### src/rtl/port_pattern_gen.sv
// rtl/port_pattern_gen.sv - command-driven generated-frame responder on the 8-bit sof/eof port protocol
// PATTERN_LFSR_EN selects an 8-bit LFSR data pattern instead of the incrementing SEED+i pattern.
module port_pattern_gen #(
  parameter int unsigned MAX_LEN    = 1514,
  parameter logic [7:0]  CMD_OPCODE = 8'h01
) (
  input  logic       clk,
  input  logic       rst,
  input  logic       wen,
  input  logic       ren,
  input  logic [7:0] in_data,
  input  logic       in_sof,
  input  logic       in_eof,
  input  logic       in_src_rdy,
  output logic       in_dst_rdy,
  output logic [7:0] out_data,
  output logic       out_sof,
  output logic       out_eof,
  output logic       out_src_rdy,
  input  logic       out_dst_rdy,
  output logic       busy
);

  typedef enum logic [2:0] {S_IDLE, S_CMD, S_DRAIN, S_DECIDE, S_GEN} state_t;

  localparam logic [15:0] MAX_LEN16 = 16'(MAX_LEN);

  state_t      r_state;
  logic        r_in_rdy;
  logic [7:0]  r_op;
  logic [15:0] r_len;
  logic [7:0]  r_seed;
  logic [1:0]  r_idx;
  logic [15:0] r_cnt;
  logic [7:0]  r_data;
  logic        r_sof;
  logic        r_eof;

  logic        w_in_beat;
  logic        w_out_beat;
  logic [15:0] w_eff_len;
  logic [7:0]  w_first;
  logic [7:0]  w_next;

  assign w_in_beat  = in_src_rdy & in_dst_rdy;
  assign w_out_beat = out_src_rdy & out_dst_rdy;
  assign w_eff_len  = (r_len > MAX_LEN16) ? MAX_LEN16 : r_len;

`ifdef PATTERN_LFSR_EN
  // Fibonacci LFSR x^8+x^6+x^5+x^4+1; an all-zero seed would lock up, so it starts at FF.
  assign w_first = (r_seed == 8'h00) ? 8'hFF : r_seed;
  assign w_next  = {r_data[6:0], r_data[7] ^ r_data[5] ^ r_data[4] ^ r_data[3]};
`else
  assign w_first = r_seed;
  assign w_next  = r_data + 8'd1;
`endif

  // r_in_rdy is a register so in_dst_rdy stays low while reset is held.
  assign in_dst_rdy  = wen & r_in_rdy;
  assign out_src_rdy = (r_state == S_GEN) & ren;
  assign busy        = (r_state == S_GEN);
  assign out_data    = r_data;
  assign out_sof     = r_sof;
  assign out_eof     = r_eof;

  always_ff @(posedge clk or posedge rst) begin
    if (rst) begin
      r_state  <= S_IDLE;
      r_in_rdy <= 1'b0;
      r_op     <= 8'd0;
      r_len    <= 16'd0;
      r_seed   <= 8'd0;
      r_idx    <= 2'd0;
      r_cnt    <= 16'd0;
      r_data   <= 8'd0;
      r_sof    <= 1'b0;
      r_eof    <= 1'b0;
    end else begin
      r_in_rdy <= 1'b1;
      case (r_state)
        S_IDLE: begin
          if (w_in_beat && in_sof) begin
            r_op  <= in_data;
            r_idx <= 2'd1;
            if (!in_eof) r_state <= S_CMD;
          end
        end
        S_CMD: begin
          if (w_in_beat) begin
            if (in_sof) begin
              r_op  <= in_data;
              r_idx <= 2'd1;
              if (in_eof) r_state <= S_IDLE;
            end else begin
              case (r_idx)
                2'd1:    r_len[15:8] <= in_data;
                2'd2:    r_len[7:0]  <= in_data;
                default: r_seed      <= in_data;
              endcase
              r_idx <= r_idx + 2'd1;
              if (r_idx == 2'd3) begin
                r_state <= in_eof ? S_DECIDE : S_DRAIN;
                if (in_eof) r_in_rdy <= 1'b0;
              end else if (in_eof) begin
                r_state <= S_IDLE;
              end
            end
          end
        end
        S_DRAIN: begin
          if (w_in_beat && in_eof) begin
            r_state  <= S_DECIDE;
            r_in_rdy <= 1'b0;
          end
        end
        S_DECIDE: begin
          if (r_op != CMD_OPCODE || r_len == 16'd0) begin
            r_state <= S_IDLE;
          end else begin
            r_state  <= S_GEN;
            r_in_rdy <= 1'b0;
            r_len    <= w_eff_len;
            r_cnt    <= 16'd0;
            r_data   <= w_first;
            r_sof    <= 1'b1;
            r_eof    <= (w_eff_len == 16'd1);
          end
        end
        S_GEN: begin
          r_in_rdy <= 1'b0;
          if (w_out_beat) begin
            if (r_eof) begin
              r_state  <= S_IDLE;
              r_in_rdy <= 1'b1;
              r_sof    <= 1'b0;
              r_eof    <= 1'b0;
            end else begin
              r_cnt  <= r_cnt + 16'd1;
              r_data <= w_next;
              r_sof  <= 1'b0;
              r_eof  <= (r_cnt + 16'd2 == r_len);
            end
          end
        end
        default: r_state <= S_IDLE;
      endcase
    end
  end

endmodule

### config.mk
export PLATFORM = sky130hd
export DESIGN_NAME = port_pattern_gen
export DESIGN_NICKNAME = d
export VERILOG_FILES = /design/src/rtl/port_pattern_gen.sv
export SDC_FILE = /design/constraint.sdc
export NUM_CORES = 1
export LEC_CHECK = 0
export BUFFER_PORTS_ARGS = -buffer_cell sky130_fd_sc_hd__buf_2
export CAP_MARGIN = 20
export CELL_PAD_IN_SITES_DETAIL_PLACEMENT = 1
export CELL_PAD_IN_SITES_GLOBAL_PLACEMENT = 2
export CORE_ASPECT_RATIO = 1.2
export CORE_MARGIN = 1.5
export CORE_UTILIZATION = 35
export DETAILED_ROUTE_END_ITERATION = 8
export PLACE_DENSITY = 0.76
export SLEW_MARGIN = 5
export SYNTH_ARGS = -nofsm -noshare
export SYNTH_HDL_FRONTEND = slang
export SYNTH_SLANG_ARGS = --single-unit
### constraint.sdc
create_clock -name clk -period 4.9 [get_ports clk]
set_input_delay 0.98 -clock clk [delete_from_list [all_inputs] [get_ports clk]]
set_output_delay 0.98 -clock clk [all_outputs]
set_load 0.01 [all_outputs]
==> load_flow_metrics.sql, run 1 <==
INSERT INTO impl_metrics (metric_group, metric, value, unit) VALUES
('outcome', 'result_of_the_run', 'finished, final reports clean', ''),
('detailed_routing', 'route.final.wire_length', '11.9', 'mm'),
('sta', 'max-slew-margin-rel', '37.4', '%'),
('cts', 'cts-root-to-sink-buffers', '2', ''),
('layout', 'fin_nets', '468', ''),
('placement', 'port_buffers', '28', ''),
('placement', 'dp_hpwl', '8.90', 'mm'),
('floorplanning', 'placementRows', '42', ''),
('synthesis', 'netlist-cell-type-count', '69', ''),
('synthesis', 'post-synth-top-count-cell', 'sky130_fd_sc_hd__dfrtp_1', ''),
('sta', 'finalMaxSlewViolations', '0', ''),
('global_routing', 'largest_net_degree_at_the_start_of_global_routing', '42', ''),
('detailed_routing', 'drc_errors', '0', ''),
('power_and_ir_drop', 'netSwitchingFraction', '34.3', '%'),
('critical_path', 'worstPathMaxFanout', '20', ''),
('run', 'maxCapViolations', '0', ''),
('synthesis', 'synth_common_cells', 'sky130_fd_sc_hd__dfrtp_1, sky130_fd_sc_hd__nand2_1, sky130_fd_sc_hd__nor2_1', ''),
('detailed_routing', 'num_vias', '3414', ''),
('synthesis', 'netlist_instances', '429', ''),
('placement', 'numPlacedInstances', '567', ''),
('sta', 'final.period_utilization', '66.5', '%'),
('floorplanning', 'horizontal_die_dimension', '99.5', 'um'),
('cts', 'postCtsHoldBufs', '0', ''),
('synthesis', 'synth_xor_area_share', '6.49', '%'),
('synthesis', 'yosys.area.top_type', 'sky130_fd_sc_hd__dfrtp_1', ''),
('synthesis', 'synth-edff-count', '0', ''),
('layout', 'fillers', '1275', ''),
('global_routing', 'number_of_global_route_vias_before_repair', '3501', ''),
('layout', 'insertedDiodeCount', '0', ''),
('global_routing', 'first_pass_grt_wire_length', '19.0', 'mm'),
('critical_path', 'class_of_the_most_critical_setup_path', 'register to register', ''),
('power_and_ir_drop', 'p_seq_share', '42.5', '%'),
('layout', 'final-instance-count-excl-fill', '581', ''),
('floorplanning', 'fp.coreArea', '0.0110', 'mm^2'),
('detailed_routing', 'detailedRoute.firstPassIterationCount', '4', ''),
('placement', 'preCtsSetupSlack', '1740', 'ps'),
('sta', 'totalNegativeSetupSlack', '0', 'ps'),
('layout', 'postLayoutCoreUtil', '40.0', '%'),
('synthesis', 'synth_top_flop_cell', 'sky130_fd_sc_hd__dfrtp_1', ''),
('synthesis', 'yosys.area_share.simple', '23.0', '%'),
('power_and_ir_drop', 'static_leakage_power', '1.86', 'nW'),
('synthesis', 'synth.yosys.seq_area_share', '40.9', '%'),
('synthesis', 'synth_compound_gate_area_share', '17.6', '%'),
('power_and_ir_drop', 'clock_power_share', '32.5', '%'),
('cts', 'tritoncts', 'done', ''),
('detailed_routing', 'viasPerCell', '5.88', ''),
('hold_path', 'hp-class', 'register to register', ''),
('cts', 'worst_setup_hold_path_clk_slew', '60', 'ps'),
('power_and_ir_drop', 'power_switching', '690', 'uW'),
('critical_path', 'worst_setup_path_end_kind', 'register', ''),
('critical_path', 'crit_buf_inv', '1', ''),
('cts', 'cts_setup_buffers', '0', ''),
('critical_path', 'worst_path_max_delay_cell', 'sky130_fd_sc_hd__nor4b_1', ''),
('synthesis', 'synthesis.yosys.warnings', '0', ''),
('sta', 'finalHoldViolations', '0', ''),
('synthesis', 'yosysTopAreaCellShare', '40.9', '%'),
('critical_path', 'timing.critical_path.mode_cell', 'sky130_fd_sc_hd__nand2_1', ''),
('detailed_routing', 'routed_wire_length_per_instance', '20.4', 'um'),
('detailed_routing', 'drt.antenna.violating_nets', '0', ''),
('cts', 'htree_num_levels', '3', ''),
('cts', 'root_buffer', 'sky130_fd_sc_hd__clkbuf_16', ''),
('layout', 'areaGrowthSynthToFinish', '12.2', '%'),
('sta', 'rsz0062_at_grt', 'no', ''),
('cts', 'cts_resized', '0', ''),
('power_and_ir_drop', 'comb_power_share', '25.1', '%'),
('placement', 'gp_congestion', '0.855', ''),
('synthesis', 'post_synth_main_area_contributors', 'sky130_fd_sc_hd__dfrtp_1, sky130_fd_sc_hd__mux2_2, sky130_fd_sc_hd__a21oi_1', ''),
('power_and_ir_drop', 'p_per_area', '458', 'mW/mm^2'),
('floorplanning', 'chipHeight', '119', 'um'),
('power_and_ir_drop', 'cell_internal_power', '1.32', 'mW'),
('cts', 'insertion_delay', '330', 'ps');
flip-flops by register name, summed over array words and instances, names as in the netlist, 2 cells and up:
name      flops
r_idx         2
r_cnt        16
r_state       3
r_op          8
r_len        16
out_data      8
r_seed        8
area by class of cell:
type	count	area, um^2	share of cell area (%)
Sequential cell	64	1600	36.5
Timing Repair Buffer	30	155	3.53
Clock buffer	11	253	5.75
Inverter	21	78.8	1.79
Tap cell	132	165	3.76
Multi-Input combinational cell	320	2100	47.7
Clock inverter	3	42.5	0.969
cell usage in the layout, fill, tap and decap left out, types with 5 or more instances in the layout:
cell type / n
sky130_fd_sc_hd__nor4_1: 9
sky130_fd_sc_hd__o22ai_1: 8
sky130_fd_sc_hd__nand3_1: 23
sky130_fd_sc_hd__mux2_2: 14
sky130_fd_sc_hd__nor3_1: 10
sky130_fd_sc_hd__clkbuf_16: 9
sky130_fd_sc_hd__a22o_1: 7
sky130_fd_sc_hd__ha_1: 6
sky130_fd_sc_hd__xor2_1: 15
sky130_fd_sc_hd__a21oi_1: 28
sky130_fd_sc_hd__inv_1: 19
sky130_fd_sc_hd__dfrtp_1: 64
sky130_fd_sc_hd__xnor2_1: 14
sky130_fd_sc_hd__nor2_1: 36
sky130_fd_sc_hd__nand2_1: 36
sky130_fd_sc_hd__nand4_1: 13
sky130_fd_sc_hd__buf_2: 28
sky130_fd_sc_hd__a21o_1: 6
sky130_fd_sc_hd__or3_1: 9
sky130_fd_sc_hd__o21ai_0: 19
sky130_fd_sc_hd__a31oi_1: 5
power by group through the flow:
stage	combinational [mW]	clock, mW	sequential (mW)
final	0.504	0.653	0.854
after global routing	0.566	0.688	0.877
after CTS	0.509	0.665	0.854
after detailed placement	0.505	0	0.863
after global placement	0.490	0	0.856
after floorplan	0.457	0	0.760
cell families (layout without fill, tap and decap cells):
logic type,Yosys count,in the layout
multiplexers,16,16
adder cells (fa/ha/maj),6,6
AO/OA/AOI/OAI,103,103
buffers and inverters,45,65
XOR/XNOR,29,29
flip-flops,64,64
AND/OR/NAND/NOR,166,166
through the flow:
step                      total power, mW  hold slack (ps)  instance area [um^2]
after global placement               1.35              468                  4100
final                                2.01              488                  4390
after floorplan                      1.22              451                  3910
after detailed placement             1.37              486                  4100
after CTS                            2.03              497                  4390
after global routing                 2.13              514                  4390
worst reg2reg max path: cells and delay by family (launching register included):
kind,cells,cell delay (ps)
AOI/OAI and AO/OA,2,470
DFF,1,570
buffers and inverters,1,340
and+or+nand+nor,5,1800
worst paths after layout:
check	start	end	depth (start not counted)
max	r_state[1]	out_eof	8
min	r_op[4]	r_op[4]	1
max reg2reg	r_state[1]	out_eof	8
min reg2reg	r_op[4]	r_op[4]	1
max in group asynchronous	rst	r_idx[1]	3
min in group asynchronous	rst	out_data[6]	2
per-layer routing:
layer  GRT usage (%)  vias up  routed length [um]  part of all wire [%]
met5               0        -                   0                     0
met4            11.1        0                 425                   3.6
met3            3.93       27                 348                   2.9
met2            36.4       72                6100                    51
met1            24.9     1723                4980                    42
li1                -     1592                   -                     -
Note: power is estimated with default switching activity, not from simulation.
==> inputs of run 2 (changes only) <==
ABC_AREA = 1   (was unset)
CORE_UTILIZATION = 31   (was 35)
PLACE_DENSITY = 0.77   (was 0.76)
clock period = 2.95 ns   (was 4.9 ns; I/O delays follow)
==> load_flow_metrics.sql, run 2 <==
INSERT INTO impl_metrics (metric_group, metric, value, unit) VALUES
('detailed_routing', 'detailedRoute.firstPassIterationCount', '5', ''),
('synthesis', 'synth_common_cells', 'sky130_fd_sc_hd__nand2_1, sky130_fd_sc_hd__nor2_1, sky130_fd_sc_hd__inv_1', ''),
('global_routing', 'first_pass_grt_wire_length', '19.8', 'mm'),
('layout', 'mostFrequentLayoutCells', 'sky130_fd_sc_hd__nand2_1, sky130_fd_sc_hd__nor2_1, sky130_fd_sc_hd__inv_1', ''),
('layout', 'drive_gt1_share', '11.4', '%'),
('synthesis', 'synthesis.yosys.warnings', '0', ''),
('run', 'maxCapViolations', '0', ''),
('placement', 'dp_hpwl', '9.34', 'mm'),
('cts', 'cts.sinks', '64', ''),
('cts', 'htree_num_levels', '3', ''),
('sta', 'worst_hold_check_slack', '299', 'ps'),
('sta', 'finalHoldViolations', '0', ''),
('sta', 'totalNegativeSetupSlack', '0', 'ps'),
('power_and_ir_drop', 'static_leakage_power', '2.17', 'nW'),
('detailed_routing', 'viasPerCell', '4.85', ''),
('cts', 'root_buffer', 'sky130_fd_sc_hd__clkbuf_16', ''),
('power_and_ir_drop', 'p_seq_share', '37.8', '%'),
('critical_path', 'timing.critical_path.mode_cell', 'sky130_fd_sc_hd__nor2_2', ''),
('global_routing', 'antenna_found_initial', '0', ''),
('critical_path', 'cp-start-kind', 'register', ''),
('sta', 'worst_pin_slew', '568', 'ps'),
('floorplanning', 'ioPinCount', '29', ''),
('layout', 'biggest_regs', 'r_cnt: 16 flops, r_len: 16 flops', ''),
('floorplanning', 'initial_utilization', '32.2', '%'),
('floorplanning', 'horizontal_die_dimension', '106', 'um'),
('critical_path', 'class_of_the_most_critical_setup_path', 'register to register', ''),
('synthesis', 'synth.yosys.seq_area_share', '40.7', '%'),
('floorplanning', 'dieArea', '0.0134', 'mm^2'),
('synthesis', 'synthArstFlopShare', '100', '%'),
('power_and_ir_drop', 'comb_power_share', '33.4', '%'),
('cts', 'tritoncts', 'done', ''),
('power_and_ir_drop', 'worst_ir_drop_vdd', '0.438', 'mV'),
('critical_path', 'reg2reg_setup_slack', '660', 'ps'),
('global_routing', 'largest_net_degree_at_the_start_of_global_routing', '41', ''),
('synthesis', 'post_synth_instance_area', '0.00393', 'mm^2'),
('global_routing', 'number_of_global_route_vias_before_repair', '3863', ''),
('layout', 'fin_nets', '607', ''),
('detailed_routing', 'drt.antenna.violating_nets', '0', ''),
('critical_path', 'timing.critical_path.depth', '9', ''),
('layout', 'insertedDiodeCount', '0', ''),
('critical_path', 'timing.critical_path.required', '3200', 'ps'),
('power_and_ir_drop', 'clock_power_share', '28.8', '%'),
('critical_path', 'critical_path_cell_by_cell', 'nor2_2 > nand2_2 > nor2_2 > nand2_1 > nand2_1 > nand3_4 > nor2_2 > inv_2 > o211ai_1', ''),
('synthesis', 'syn_avg_cell_area', '7.12', 'um^2'),
('critical_path', 'worst_path_largest_cell_delay', '440', 'ps'),
('sta', 'finalMaxSlewViolations', '0', ''),
('critical_path', 'worst_path_max_delay_cell', 'sky130_fd_sc_hd__dfrtp_1', ''),
('power_and_ir_drop', 'power_switching', '1.65', 'mW'),
('critical_path', 'crit_start', 'r_state[1]', ''),
('power_and_ir_drop', 'p_per_area', '899', 'mW/mm^2'),
('critical_path', 'kind_of_cell_adding_the_most_delay_to_the_critical_path', 'simple AND/OR/NAND/NOR gates', ''),
('placement', 'port_buffers', '28', ''),
('layout', 'final_common_cell', 'sky130_fd_sc_hd__nand2_1', ''),
('layout', 'final-instance-count-excl-fill', '751', ''),
('floorplanning', 'placementRows', '44', ''),
('critical_path', 'worst_r2r_endpoint', 'out_data[7]', ''),
('detailed_routing', 'routed_wire_length_per_instance', '15.7', 'um'),
('outcome', 'result_of_the_run', 'finished, final reports clean', ''),
('floorplanning', 'fp.coreArea', '0.0122', 'mm^2'),
('global_routing', 'grt_overflow_total', '0', ''),
('floorplanning', 'chipHeight', '126', 'um'),
('detailed_routing', 'dr.first_iter.drc_count', '154', ''),
('sta', 'setup_viol_count_final', '0', ''),
('synthesis', 'post-synth-top-count-cell', 'sky130_fd_sc_hd__nand2_1', ''),
('critical_path', 'worstPathMaxFanout', '22', ''),
('placement', 'numPlacedInstances', '735', ''),
('synthesis', 'post_synth_main_area_contributors', 'sky130_fd_sc_hd__dfrtp_1, sky130_fd_sc_hd__nand2_1, sky130_fd_sc_hd__nor2_1', ''),
('critical_path', 'cp_data_arrival_time', '2540', 'ps'),
('hold_path', 'hp-class', 'input port to asynchronous set/reset pin', ''),
('cts', 'cts_buffers', '9', ''),
('detailed_routing', 'num_vias', '3644', ''),
('power_and_ir_drop', 'cell_internal_power', '2.47', 'mW'),
('cts', 'cts-root-to-sink-buffers', '2', ''),
('cts', 'worst_setup_hold_path_clk_slew', '60', 'ps'),
('detailed_routing', 'route.final.wire_length', '11.8', 'mm'),
('cts', 'postCtsHoldBufs', '0', ''),
('synthesis', 'netlist_instances', '552', ''),
('synthesis', 'yosysTopAreaCellShare', '40.7', '%'),
('sta', 'max_freq', '437', 'MHz'),
('critical_path', 'timing.critical_path.to', 'out_data[7]', ''),
('sta', 'final.period_utilization', '77.5', '%'),
('sta', 'rsz0062_at_grt', 'no', ''),
('global_routing', 'grt.total_usage', '19.2', '%'),
('cts', 'insertion_delay', '340', 'ps'),
('synthesis', 'netlist-cell-type-count', '34', ''),
('synthesis', 'synth_top_flop_cell', 'sky130_fd_sc_hd__dfrtp_1', ''),
('cts', 'cts_setup_buffers', '0', ''),
('sta', 'max-slew-margin-rel', '62.1', '%'),
('critical_path', 'r2r-start', 'r_state[1]', ''),
('detailed_routing', 'drc_errors', '0', ''),
('critical_path', 'timing.reg2reg.worst_path_depth', '9', ''),
('layout', 'areaGrowthSynthToFinish', '16.5', '%'),
('power_and_ir_drop', 'netSwitchingFraction', '40.0', '%'),
('cts', 'cts_resized', '0', ''),
('synthesis', 'synth.net_count', '574', ''),
('sta', 'layout_min_cycle_time', '2290', 'ps'),
('synthesis', 'synth-seq-cells', '64', ''),
('sta', 'skew', '7.68', 'ps'),
('synthesis', 'yosys.area.top_type', 'sky130_fd_sc_hd__dfrtp_1', ''),
('critical_path', 'worst_setup_path_end_kind', 'register', ''),
('layout', 'postLayoutCoreUtil', '37.5', '%'),
('placement', 'gp_congestion', '0.822', ''),
('critical_path', 'crit_buf_inv', '1', ''),
('synthesis', 'synth-edff-count', '0', '');
[run 2: changes by cell type after synthesis, sizes merged, moves of 8 or more]
cell and change:
a21oi -18, or3 -9, nor4 -11, o21ai +22, nand2 +116, nor2 +46, mux2 -15, nand3 +17
buf -8, inv +54
[run 2: power groups by stage]
stage | clock network (mW) | registers [mW] | logic [mW]
after CTS | 1.20 | 1.56 | 1.40
after floorplan | 0 | 1.46 | 1.04
final | 1.19 | 1.56 | 1.38
after detailed placement | 0 | 1.57 | 1.39
after global placement | 0 | 1.56 | 1.35
after global routing | 1.24 | 1.61 | 1.60
[run 2: worst min path at each step]
stage                  from           to  slack, ps  cells past startpoint
floorplan           r_op[1]      r_op[1]        440                      2
global placement    r_op[1]      r_op[1]        460                      2
detailed placement  r_op[1]      r_op[1]        470                      2
CTS                     rst  out_data[5]        330                      2
global route            rst      r_op[6]        350                      2
finish                  rst      r_op[6]        300                      2
[run 2: metrics by stage]
stage | instance area [um^2] | power [mW] | worst slack [ps]
after CTS | 4580 | 4.17 | 618
final | 4580 | 4.12 | 664
after detailed placement | 4250 | 2.96 | 627
after global placement | 4250 | 2.91 | 678
after floorplan | 3930 | 2.49 | 762
after global routing | 4580 | 4.45 | 435
[run 2: kinds of logic after synthesis]
logic type	share of synthesized area, %
adders and majority gates	1.91
xor gates and xnor gates	5.12
DFF	40.7
buffers and inverters	8.82
AOI/OAI and AO/OA	11.6
and+or+nand+nor	31.8
[run 2: layer usage]
metal | vias up | global-route usage (%) | wire length [um]
met5 | - | 0 | 0
met2 | 39 | 32.9 | 5790
li1 | 1833 | - | -
met1 | 1752 | 23.7 | 5420
met3 | 20 | 3.03 | 243
met4 | 0 | 8.59 | 372
[run 2: final cells by class]
cell class,count,area (um^2)
inverter,75,284
sequential,64,1600
clock buffer,9,225
tap,161,201
fill,1571,7640
clock inverter,7,103
timing repair buffer,32,183
multi-input combinational,403,1980
==> inputs of run 3 (changes only) <==
ABC_AREA = 0   (was 1)
CORE_UTILIZATION = 34   (was 31)
clock period = 2.1 ns   (was 2.95 ns; I/O delays follow)
==> load_flow_metrics.sql, run 3 (synthesis gave the netlist of run 1 again) <==
INSERT INTO impl_metrics (metric_group, metric, value, unit) VALUES
('critical_path', 'crit_buf_inv', '1', ''),
('floorplanning', 'chipHeight', '121', 'um'),
('power_and_ir_drop', 'p_seq_share', '35.5', '%'),
('detailed_routing', 'drt.antenna.violating_nets', '0', ''),
('sta', 'finalHoldViolations', '0', ''),
('critical_path', 'worstPathMaxFanout', '7', ''),
('cts', 'tritoncts', 'done', ''),
('hold_path', 'hp-class', 'input port to asynchronous set/reset pin', ''),
('sta', 'worst_pin_slew', '560', 'ps'),
('detailed_routing', 'dr.first_iter.drc_count', '142', ''),
('outcome', 'result_of_the_run', 'complete, but fails checks', ''),
('power_and_ir_drop', 'cell_internal_power', '3.33', 'mW'),
('critical_path', 'cp_data_arrival_time', '2340', 'ps'),
('critical_path', 'critical_path_cell_by_cell', 'nor4_4 > nand4_4 > buf_12 > or4_4 > nand2_8 > a21oi_2 > o221a_1', ''),
('global_routing', 'first_pass_grt_wire_length', '20.0', 'mm'),
('detailed_routing', 'route.final.wire_length', '12.7', 'mm'),
('floorplanning', 'ioPinCount', '29', ''),
('placement', 'gp_congestion', '0.840', ''),
('placement', 'postPlaceCellArea', '0.00456', 'mm^2'),
('cts', 'htree_num_levels', '3', ''),
('layout', 'fillers', '1323', ''),
('power_and_ir_drop', 'worst_ir_drop_vdd', '0.577', 'mV'),
('global_routing', 'number_of_global_route_vias_before_repair', '3814', ''),
('layout', 'fin_nets', '528', ''),
('floorplanning', 'placementRows', '42', ''),
('critical_path', 'worst_path_max_delay_cell', 'sky130_fd_sc_hd__or4_4', ''),
('sta', 'max-slew-margin-rel', '62.6', '%'),
('critical_path', 'class_of_the_most_critical_setup_path', 'register to register', ''),
('floorplanning', 'horizontal_die_dimension', '101', 'um'),
('power_and_ir_drop', 'power_switching', '1.72', 'mW'),
('critical_path', 'kind_of_cell_adding_the_most_delay_to_the_critical_path', 'simple AND/OR/NAND/NOR gates', ''),
('run', 'maxCapViolations', '0', ''),
('placement', 'port_buffers', '28', ''),
('layout', 'areaGrowthSynthToFinish', '28.9', '%'),
('power_and_ir_drop', 'comb_power_share', '33.4', '%'),
('floorplanning', 'initial_utilization', '35.1', '%'),
('detailed_routing', 'detailedRoute.firstPassIterationCount', '4', ''),
('critical_path', 'worst_setup_path_end_kind', 'register', ''),
('cts', 'insertion_delay', '330', 'ps'),
('layout', 'drive_gt1_share', '29.9', '%'),
('sta', 'skew', '4.53', 'ps'),
('critical_path', 'timing.critical_path.required', '2320', 'ps'),
('cts', 'cts.sinks', '64', ''),
('floorplanning', 'dieArea', '0.0122', 'mm^2'),
('global_routing', 'antenna_found_initial', '0', ''),
('cts', 'worst_setup_hold_path_clk_slew', '60', 'ps'),
('cts', 'postCtsHoldBufs', '0', ''),
('power_and_ir_drop', 'netSwitchingFraction', '34.1', '%'),
('cts', 'cts_buffers', '9', ''),
('detailed_routing', 'viasPerCell', '5.43', ''),
('detailed_routing', 'routed_wire_length_per_instance', '19.1', 'um'),
('layout', 'mostFrequentLayoutCells', 'sky130_fd_sc_hd__dfrtp_1, sky130_fd_sc_hd__buf_4, sky130_fd_sc_hd__nor2_1', ''),
('cts', 'cts-root-to-sink-buffers', '2', ''),
('sta', 'postLayoutSetupSlackWorst', '-21.9', 'ps'),
('sta', 'finalMaxSlewViolations', '0', ''),
('sta', 'layout_min_cycle_time', '2120', 'ps'),
('placement', 'dp_hpwl', '9.43', 'mm'),
('critical_path', 'cp-start-kind', 'register', ''),
('sta', 'setup_viol_count_final', '2', ''),
('power_and_ir_drop', 'p_per_area', '1000', 'mW/mm^2'),
('layout', 'biggest_regs', 'r_cnt: 16 flops, r_len: 16 flops', ''),
('sta', 'worst_hold_check_slack', '135', 'ps'),
('critical_path', 'worst_path_largest_cell_delay', '530', 'ps'),
('layout', 'final_common_cell', 'sky130_fd_sc_hd__dfrtp_1', ''),
('detailed_routing', 'drc_errors', '0', ''),
('layout', 'stdcell_area', '0.00504', 'mm^2'),
('outcome', 'violations', 'setup timing', ''),
('cts', 'root_buffer', 'sky130_fd_sc_hd__clkbuf_16', ''),
('detailed_routing', 'num_vias', '3613', ''),
('sta', 'max_freq', '471', 'MHz'),
('sta', 'rsz0062_at_grt', 'yes', ''),
('global_routing', 'largest_net_degree_at_the_start_of_global_routing', '44', ''),
('power_and_ir_drop', 'clock_power_share', '31.1', '%'),
('floorplanning', 'fp.coreArea', '0.0111', 'mm^2'),
('sta', 'final.period_utilization', '101', '%'),
('global_routing', 'grt.total_usage', '21.6', '%'),
('global_routing', 'grt_overflow_total', '0', ''),
('power_and_ir_drop', 'static_leakage_power', '2.18', 'nW'),
('layout', 'insertedDiodeCount', '0', '');
run 3: changes by cell type in the layout (fill, tap and decap cells not counted), moves of 6 or more:
cell                      previous run  this run
sky130_fd_sc_hd__xnor2_1             7        14
sky130_fd_sc_hd__or3_1               0         9
sky130_fd_sc_hd__o31ai_1             7         1
sky130_fd_sc_hd__o21ai_0            40        17
sky130_fd_sc_hd__nand3_1            41        21
sky130_fd_sc_hd__nor4_1              0         7
sky130_fd_sc_hd__inv_1              68        19
sky130_fd_sc_hd__buf_4               3        55
sky130_fd_sc_hd__a21oi_1            11        27
sky130_fd_sc_hd__a21o_1              0         6
sky130_fd_sc_hd__nor2_1             75        34
sky130_fd_sc_hd__mux2_2              0        14
sky130_fd_sc_hd__nand2_1           152        33
run 3: per-layer routing:
layer	vias to the layer above	part of all wire (%)	wire length, um	global-route usage (%)
met5	-	0	0	0
met4	0	3.4	429	9.46
met3	23	2.0	256	3.29
met2	50	52	6600	37.7
met1	1833	43	5420	26.2
li1	1707	-	-	-
run 3: final timing paths:
path,startpoint,end,slack (ps),cells after the start
max,r_len[2],out_data[6],-20,7
min,rst,r_cnt[0],140,2
max reg2reg,r_len[2],out_data[6],-20,7
min reg2reg,r_op[4],r_op[4],500,1
max in group asynchronous,rst,r_cnt[2],1330,3
min in group clk,in_sof,r_idx[1],340,2
run 3: cell type report:
cell class / instances / area (um^2) / share of cell area (%)
Multi-Input combinational cell: 322 / 2220 / 44.1
Sequential cell: 64 / 1600 / 31.8
Timing Repair Buffer: 88 / 636 / 12.6
Clock buffer: 11 / 253 / 5.01
Tap cell: 154 / 193 / 3.82
Inverter: 21 / 78.8 / 1.56
Clock inverter: 5 / 55.1 / 1.09
run 3: through the flow:
step                      utilization [%]  setup WS (ps)  cells  total power, mW  setup TNS [ps]
after global routing                 45.3           -112    665             5.34            -809
after CTS                            44.0          -42.5    660             5.04           -69.7
after global placement               40.9          -58.4    644             3.37            -555
after floorplan                         -           66.7    429             2.84               0
final                                45.3          -21.9    665             5.06           -24.5
after detailed placement             40.9           -152    644             3.46           -1490
run 3: worst reg2reg max path: stages, from the launching register on:
cell and delay, ps:
sky130_fd_sc_hd__dfrtp_1 400, sky130_fd_sc_hd__nor4_4 360, sky130_fd_sc_hd__nand4_4 160, sky130_fd_sc_hd__buf_12 160, sky130_fd_sc_hd__or4_4 530, sky130_fd_sc_hd__nand2_8 130, sky130_fd_sc_hd__a21oi_2 40, sky130_fd_sc_hd__o221a_1 220
run 3: what timing repair did:
item                       CTS  global route
setup endpoints to repair   25            28
gates resized for setup      5            21
cloned                       0             2
setup buffers                0             4
hold endpoints to repair     0             0
pin swaps                    1             7
run 3: power by group through the flow:
stage | Sequential, mW | Combinational (mW) | Clock (mW)
2_1_floorplan | 1.77 | 1.07 | 0
3_3_place_gp | 1.79 | 1.58 | 0
3_5_place_dp | 1.81 | 1.64 | 0
4_1_cts | 1.79 | 1.66 | 1.59
5_1_grt | 1.84 | 1.86 | 1.64
6_report | 1.80 | 1.69 | 1.57
